## src/rtl/cov_array_feed_ctrl_if.sv

```systemverilog
// cov_array_feed_ctrl_if: start/status, sample-buffer read port and skewed array feed
interface cov_array_feed_ctrl_if #(
    parameter int N_ANT        = 4,
    parameter int DATA_WIDTH   = 16,
    parameter int SAMPLES_BITS = 4
);
    logic                            start;
    logic                            busy;
    logic                            done;
    logic                            buf_rd_en;
    logic [SAMPLES_BITS-1:0]         buf_rd_addr;
    logic [N_ANT*2*DATA_WIDTH-1:0]   buf_rd_data;
    logic [N_ANT*DATA_WIDTH-1:0]     feed_q;
    logic [N_ANT*DATA_WIDTH-1:0]     feed_i;
    logic [N_ANT-1:0]                fin_lane;

    modport master (
        input  start, buf_rd_data,
        output busy, done, buf_rd_en, buf_rd_addr, feed_q, feed_i, fin_lane
    );

    modport slave (
        output start, buf_rd_data,
        input  busy, done, buf_rd_en, buf_rd_addr, feed_q, feed_i, fin_lane
    );
endinterface

```

## src/rtl/cov_array_feed_ctrl.sv

```systemverilog
// cov_array_feed_ctrl: reads S snapshots and feeds a skewed, zero-filled stream into the covariance array
module cov_array_feed_ctrl #(
    parameter int N_ANT        = 4,
    parameter int DATA_WIDTH   = 16,
    parameter int SAMPLES_BITS = 4
) (
    input  logic                  clk,
    input  logic                  rst_n,
    cov_array_feed_ctrl_if.master bus
);
    localparam int S  = 1 << SAMPLES_BITS;
    localparam int DW = DATA_WIDTH;
    localparam int LW = 2 * DW;
    localparam int CW = $clog2(S + 2 * N_ANT + 2);
    localparam logic [CW-1:0] READ_END  = CW'(S - 1);
    localparam logic [CW-1:0] DRAIN_END = CW'(S + 2 * N_ANT - 1);

    typedef enum logic [1:0] {IDLE, READ, DRAIN, DONE} state_t;

    state_t                  state, state_nxt;
    logic [CW-1:0]           cnt;
    logic [SAMPLES_BITS-1:0] addr;
    logic                    vld;
    logic                    last;
    logic [N_ANT*LW-1:0]     lane0;
    logic [N_ANT*LW-1:0]     skewed;
    logic [N_ANT-2:0]        fin_d;

    // state register
    always_ff @(posedge clk or negedge rst_n) begin
        if (!rst_n) state <= IDLE;
        else        state <= state_nxt;
    end

    // next state: cnt counts cycles from the first read, so it marks both the read and drain ends
    always_comb begin
        state_nxt = (state == IDLE  && bus.start)        ? READ  :
                    (state == READ  && cnt == READ_END)  ? DRAIN :
                    (state == DRAIN && cnt == DRAIN_END) ? DONE  :
                    (state == DONE)                      ? IDLE  : state;
    end

    // state-decoded outputs
    always_comb begin
        bus.busy        = (state == READ) || (state == DRAIN);
        bus.done        = (state == DONE);
        bus.buf_rd_en   = (state == READ);
        bus.buf_rd_addr = addr;
    end

    // run counter, read address (wraps to 0 after the last read) and returned-data tracking
    always_ff @(posedge clk or negedge rst_n) begin
        if (!rst_n) begin
            cnt   <= '0;
            addr  <= '0;
            vld   <= 1'b0;
            last  <= 1'b0;
            fin_d <= '0;
        end else begin
            cnt   <= bus.busy ? cnt + 1'b1 : '0;
            addr  <= bus.buf_rd_en ? addr + 1'b1 : addr;
            vld   <= bus.buf_rd_en;
            last  <= bus.buf_rd_en && (addr == '1);
            fin_d <= bus.fin_lane[N_ANT-2:0];
        end
    end

    // lane 0 takes returned data directly; outside valid reads every lane sees zero
    always_comb begin
        lane0        = vld ? bus.buf_rd_data : '0;
        bus.fin_lane = {fin_d, last};
    end

    assign skewed[LW-1:0] = lane0[LW-1:0];

    for (genvar k = 1; k < N_ANT; k++) begin : g_skew
        logic [LW-1:0] sr [k];
        // k-stage delay line so lane k lags lane 0 by k cycles
        always_ff @(posedge clk or negedge rst_n) begin
            if (!rst_n) begin
                for (int j = 0; j < k; j++) sr[j] <= '0;
            end else begin
                sr[0] <= lane0[k*LW +: LW];
                for (int j = 1; j < k; j++) sr[j] <= sr[j-1];
            end
        end
        assign skewed[k*LW +: LW] = sr[k-1];
    end

    // split each skewed {q,i} lane onto the Q and I feed buses
    always_comb begin
        bus.feed_q = '0;
        bus.feed_i = '0;
        for (int k = 0; k < N_ANT; k++) begin
            bus.feed_q[k*DW +: DW] = skewed[k*LW + DW +: DW];
            bus.feed_i[k*DW +: DW] = skewed[k*LW +: DW];
        end
    end
endmodule

```

## src/flat_wrapper.sv

```systemverilog
// flat-port wrapper written by rule: the top's interface ports become plain ports
module cov_array_feed_ctrl_flat 
#(
    parameter int N_ANT        = 4,
    parameter int DATA_WIDTH   = 16,
    parameter int SAMPLES_BITS = 4
)
  (clk, rst_n, bus_start, bus_buf_rd_data, bus_busy, bus_done, bus_buf_rd_en, bus_buf_rd_addr, bus_feed_q, bus_feed_i, bus_fin_lane);
  cov_array_feed_ctrl_if #(.N_ANT(N_ANT), .DATA_WIDTH(DATA_WIDTH), .SAMPLES_BITS(SAMPLES_BITS)) bus_i ();
  input  logic clk;
  input  logic rst_n;
  input wire logic [$bits(bus_i.start)-1:0] bus_start;
  input wire logic [$bits(bus_i.buf_rd_data)-1:0] bus_buf_rd_data;
  output wire logic [$bits(bus_i.busy)-1:0] bus_busy;
  output wire logic [$bits(bus_i.done)-1:0] bus_done;
  output wire logic [$bits(bus_i.buf_rd_en)-1:0] bus_buf_rd_en;
  output wire logic [$bits(bus_i.buf_rd_addr)-1:0] bus_buf_rd_addr;
  output wire logic [$bits(bus_i.feed_q)-1:0] bus_feed_q;
  output wire logic [$bits(bus_i.feed_i)-1:0] bus_feed_i;
  output wire logic [$bits(bus_i.fin_lane)-1:0] bus_fin_lane;
  assign bus_i.start = bus_start;
  assign bus_i.buf_rd_data = bus_buf_rd_data;
  assign bus_busy = bus_i.busy;
  assign bus_done = bus_i.done;
  assign bus_buf_rd_en = bus_i.buf_rd_en;
  assign bus_buf_rd_addr = bus_i.buf_rd_addr;
  assign bus_feed_q = bus_i.feed_q;
  assign bus_feed_i = bus_i.feed_i;
  assign bus_fin_lane = bus_i.fin_lane;
  cov_array_feed_ctrl #(.N_ANT(N_ANT), .DATA_WIDTH(DATA_WIDTH), .SAMPLES_BITS(SAMPLES_BITS)) u_core (.clk(clk), .rst_n(rst_n), .bus(bus_i));
endmodule
```

## config.mk

```make
export PLATFORM = sky130hd
export DESIGN_NAME = cov_array_feed_ctrl_flat
export DESIGN_NICKNAME = d
export VERILOG_FILES = /design/src/rtl/cov_array_feed_ctrl_if.sv /design/src/rtl/cov_array_feed_ctrl.sv /design/src/flat_wrapper.sv
export SDC_FILE = /design/constraint.sdc
export NUM_CORES = 1
export LEC_CHECK = 0
export CORE_MARGIN = 5
export CORE_UTILIZATION = 47
export DETAILED_ROUTE_END_ITERATION = 10
export DONT_BUFFER_PORTS = 1
export HOLD_SLACK_MARGIN = 0.12
export PLACE_DENSITY = 0.58
export SLEW_MARGIN = 40
export SYNTH_ARGS = -nofsm -noshare
export SYNTH_HDL_FRONTEND = slang
export SYNTH_SLANG_ARGS = --single-unit
export TNS_END_PERCENT = 1
```

## constraint.sdc

```tcl
create_clock -name clk -period 3.66 [get_ports clk]
set_clock_uncertainty 0.1 [all_clocks]
set_input_delay 1.098 -clock clk [delete_from_list [all_inputs] [get_ports clk]]
set_output_delay 1.098 -clock clk [all_outputs]
set_load 0.03 [all_outputs]
```

; Word level (Yosys, flattened, before mapping)
; Index checks and enable logic that the tools add are counted.
[word_totals]
regBits = 208
in_bits = 131
output_inout_bits = 139
elab_cells = 33
[classes]
n_addsub = 2
n_eq_ne = 6
muxes = 6
n_reduce_logical = 7
[op_table]
columns = operator, count
row1 = 2-to-1 mux 128 bit, 1
row2 = 2-to-1 mux 2 bit, 4
row3 = "adder 5 x 1 -> 5 bit, second input constant", 1
row4 = "equality test 5 x 4 -> 1 bit, second input constant", 1
row5 = "equality test 5 bit, second input constant", 1
row6 = 2-to-1 mux 5 bit, 1
row7 = "adder 4 x 1 -> 4 bit, second input constant", 1
row8 = "equality test 2 bit, second input constant", 2
row9 = "equality test 4 bit, second input constant", 1
row10 = logical AND 1 bit, 4
row11 = nonzero test 4 bit, 1
row12 = "equality test 2 x 1 -> 1 bit, second input constant", 1
row13 = logical NOT 2 bit, 1
row14 = logical OR 1 bit, 1

; Logic depth before layout (Yosys ltp)
[depth]
depth_word = 5
ltp_mapped = 6
ltp_nobuf = 6

; Worst setup path before layout
; No wires, ideal clock.
[synth_path]
kind = in2out
start = in bus_buf_rd_data[0]
end = out bus_feed_i[0]
arrival_ns = 1.386
required_time_ns = 2.462
setup_slack_ns = 1.076
cell_stages = 2
n_path_buf = 1
path_cell_list = and2_1 -> buf_4
[synth_between]
elab_chain_cells = 1
[synth_rtl]
columns = element, line
row1 = "start, declared", flat_wrapper.sv:13  ; input wire logic [$bits(bus_i.buf_rd_data)-1:0] bus_buf_rd_data;
row2 = 2-to-1 mux 128 bit, cov_array_feed_ctrl.sv:70  ; lane0 = vld ? bus.buf_rd_data : '0;
row3 = "end, declared", flat_wrapper.sv:19  ; output wire logic [$bits(bus_i.feed_i)-1:0] bus_feed_i;
; No other way between the ends.

; Worst setup path in the final report
[layout_path]
start = reg u_core.vld
end = out bus_feed_i[7]
[layout_between]
elab_chain_cells = 1
[layout_rtl]
columns = element, line
row1 = "start, declared", cov_array_feed_ctrl.sv:23  ; logic vld;
row2 = "start signal, assigned", cov_array_feed_ctrl.sv:62  ; vld <= bus.buf_rd_en;
row3 = 2-to-1 mux 128 bit, cov_array_feed_ctrl.sv:70
; No other way between the ends.

==> metrics <==
postcts setup bufs 0; Post-synth ARST share 100%; Post-synth EDFFs 0; Mapped Area 7150 sq um; Worst-Margin Slew 0.535 ns; initial antenna violation count 4; Syn. warnings 0; RD Place Congestion 0.755; endpoint class of the critical path output port; largest net degree at the start of global routing 209; post-layout min period 2.81 ns; synth unique cells 21; via count 2775; Final Hold Viols 0; H-tree depth 1; layout cells sized above 1 10.2%; Worst-path clk slew 0.06 ns; Final Cycle Share 76.7%; routed vias/inst 4.62; max-slew violations 0; Die ar. 17800 sq um; TritonCTS clock tree built; CP max stage cell dfrtp_4; Die W 133 um; R2R setup slack 2.03 ns; CP Data Required Time 2.46 ns; synthesized flop and latch total 208; Remaining DRCs 0; WP depth 1; number of global-route vias before repair 3118; CP Cell Sequence and2_1; placed cells 560; RSZ-0062 raised after global routing false; Num CTS Buffers 21; input/output buffers 0; Critical Path Fanout Max 62; FMAX 356 MHz; non-filler cells, final 601; cell class contributing the biggest share of worst-path delay flip-flops; TNS Setup 0 ns; # IOs 270; R2R Path Start u_core.state[1]; Crit Path Class reg -> out; Bufs on Longest Clock Path 3; reg2reg path depth 5; routed wire length 12100 um; area grow syn2layout 2.08%; Site Rows 45; core area 15000 sq um; Max IR drop VDD 0.599 mV; r2r endpoint u_core.state[1]; max-cap violation count 0; CTS Root Cell clkbuf_16; worst path bufs/invs 0; most common flop cell mapped by yosys dfrtp_1; Die Y 133 um; GRT Total Usage 13.3%; Nets 533; CTS resizes 0; gr ovfl total 0; hold-fix buffers at CTS 0; Synth area leader dfrtp_1; Yosys top cell area share 72.8%; WL/cell 20.2 um; crit path from u_core.vld; Pwr Total 6.68 mW; outcome finished, final reports clean; worst hold path type in -> async; sequential cell area fraction in the yosys report 72.8%; Slew HR 64.3%; Pleak 3.40 nW; Syn Inst Count 481; DP HPWL 8510 um; Mean Syn Cell Area 14.9 sq um; Num Clock Sinks 208; # setup viols final 0; worst skew pair latency 0.48 ns; Initial DRC Count 103; Worst EP arrival 1.61 ns; first-pass GRT wire length 18400 um; delay of the slowest critical-path stage 0.70 ns; PwrDens 915 nW/um^2; CP Launch Type flip-flop; Antenna Nets Post-Route 0; dominant cells by area after synthesis dfrtp_1, and2_1, buf_4, buf_6, ha_1; syn_nets 619; Initial Utilization 47.6%; First-pass DRT Iterations 4; fillers 1240; Worst setup endpoint bus_feed_i[7]
-- stage by stage --
stage          setup slack, ns  util (%)  cell area (sq um)  hold slack (ns)
6_report                 0.855      48.5               7300            0.212
5_1_grt                  0.720      48.5               7300            0.183
4_1_cts                  0.654      48.5               7290            0.179
3_5_place_dp              1.05      43.4               6520            0.235
3_3_place_gp              1.04      43.4               6520            0.233
2_1_floorplan             1.08         -               7150            0.231
-- final cells by class --
class	instances	area [sq um]	area share, %
Timing Repair Buffer	2	15.0	0.206
Tap cell	188	235	3.22
Sequential cell	208	5210	71.4
Clock inverter	9	151	2.07
Clock buffer	29	616	8.43
Multi-Input combinational cell	159	1050	14.4
Inverter	3	11.3	0.154
Antenna cell	3	7.51	0.103
-- sequential cells by signal, summed over array words and instances (netlist names), 2 cells and up --
signal / count
u_core.fin_d: 3
u_core.g_skew.sr: 128
u_core.cnt: 5
u_core.bus.feed_q: 32
u_core.bus.feed_i: 32
u_core.state: 2
u_core.bus.buf_rd_addr: 4
-- Yosys cell counts (2+ instances only) --
library cell	instances
dfrtp_1	208
nor2_1	2
and2_1	131
xor2_1	2
buf_4	97
ha_1	7
nor2b_1	2
nand2_1	3
buf_6	13
inv_1	3
xnor2_1	3
-- worst min-delay path by stage --
stage	startpoint	end	cells past startpoint
finish	rst_n	u_core.g_skew[2].sr[50]	0
global route	rst_n	u_core.g_skew[2].sr[44]	0
CTS	rst_n	u_core.g_skew[2].sr[44]	0
detailed placement	u_core.g_skew[2].sr[41]	u_core.bus.feed_i[41]	0
global placement	u_core.g_skew[3].sr[71]	u_core.g_skew[3].sr[39]	0
floorplan	u_core.g_skew[2].sr[32]	u_core.bus.feed_i[32]	0
-- where the power goes --
group          internal (mW)  total, mW  switching [mW]
Combinational          0.257      0.695           0.438
Sequential              2.84       3.70           0.859
Clock                   1.46       2.29           0.827
-- cells by family (layout without fill, tap and decap cells) --
family	count (synthesis)	after routing	synth area share, %
adder cells (fa/ha/maj)	7	7	1.23
other	0	3	0
XOR/XNOR	5	5	0.613
flip-flops	208	208	72.8
buffers and inverters	114	43	12.5
multiplexers	1	1	0.157
AO/OA/AOI/OAI	4	4	0.403
AND/OR/NAND/NOR	142	142	12.3
-- cell usage in the layout, fill, tap and decap left out --
cell type,count
nor2_1,2
bufinv_16,4
nand4_2,1
inv_1,3
dfrtp_4,1
clkinvlp_4,1
a2bb2oi_1,1
nor2b_1,2
xnor2_1,3
and2_1,131
a22o_1,1
buf_4,2
nand2_1,3
ha_1,7
clkbuf_16,21
o21ai_0,1
xor2_1,2
nand4_1,1
clkbuf_8,6
diode_2,3
nand3_1,1
mux2_2,1
dfrtp_1,207
clkbuf_1,2
clkinv_2,3
inv_6,1
o22ai_1,1
and3_2,1
-- routing by layer --
metal  vias to the layer above  track usage [%]  part of all wire [%]
met2                       171             23.4                    53
li1                       1200                -                     -
met5                         -                0                     0
met1                      1376             14.5                    35
met3                        28             5.25                   9.8
met4                         0             5.03                   2.8
Note: power is estimated with default switching activity, not from simulation.
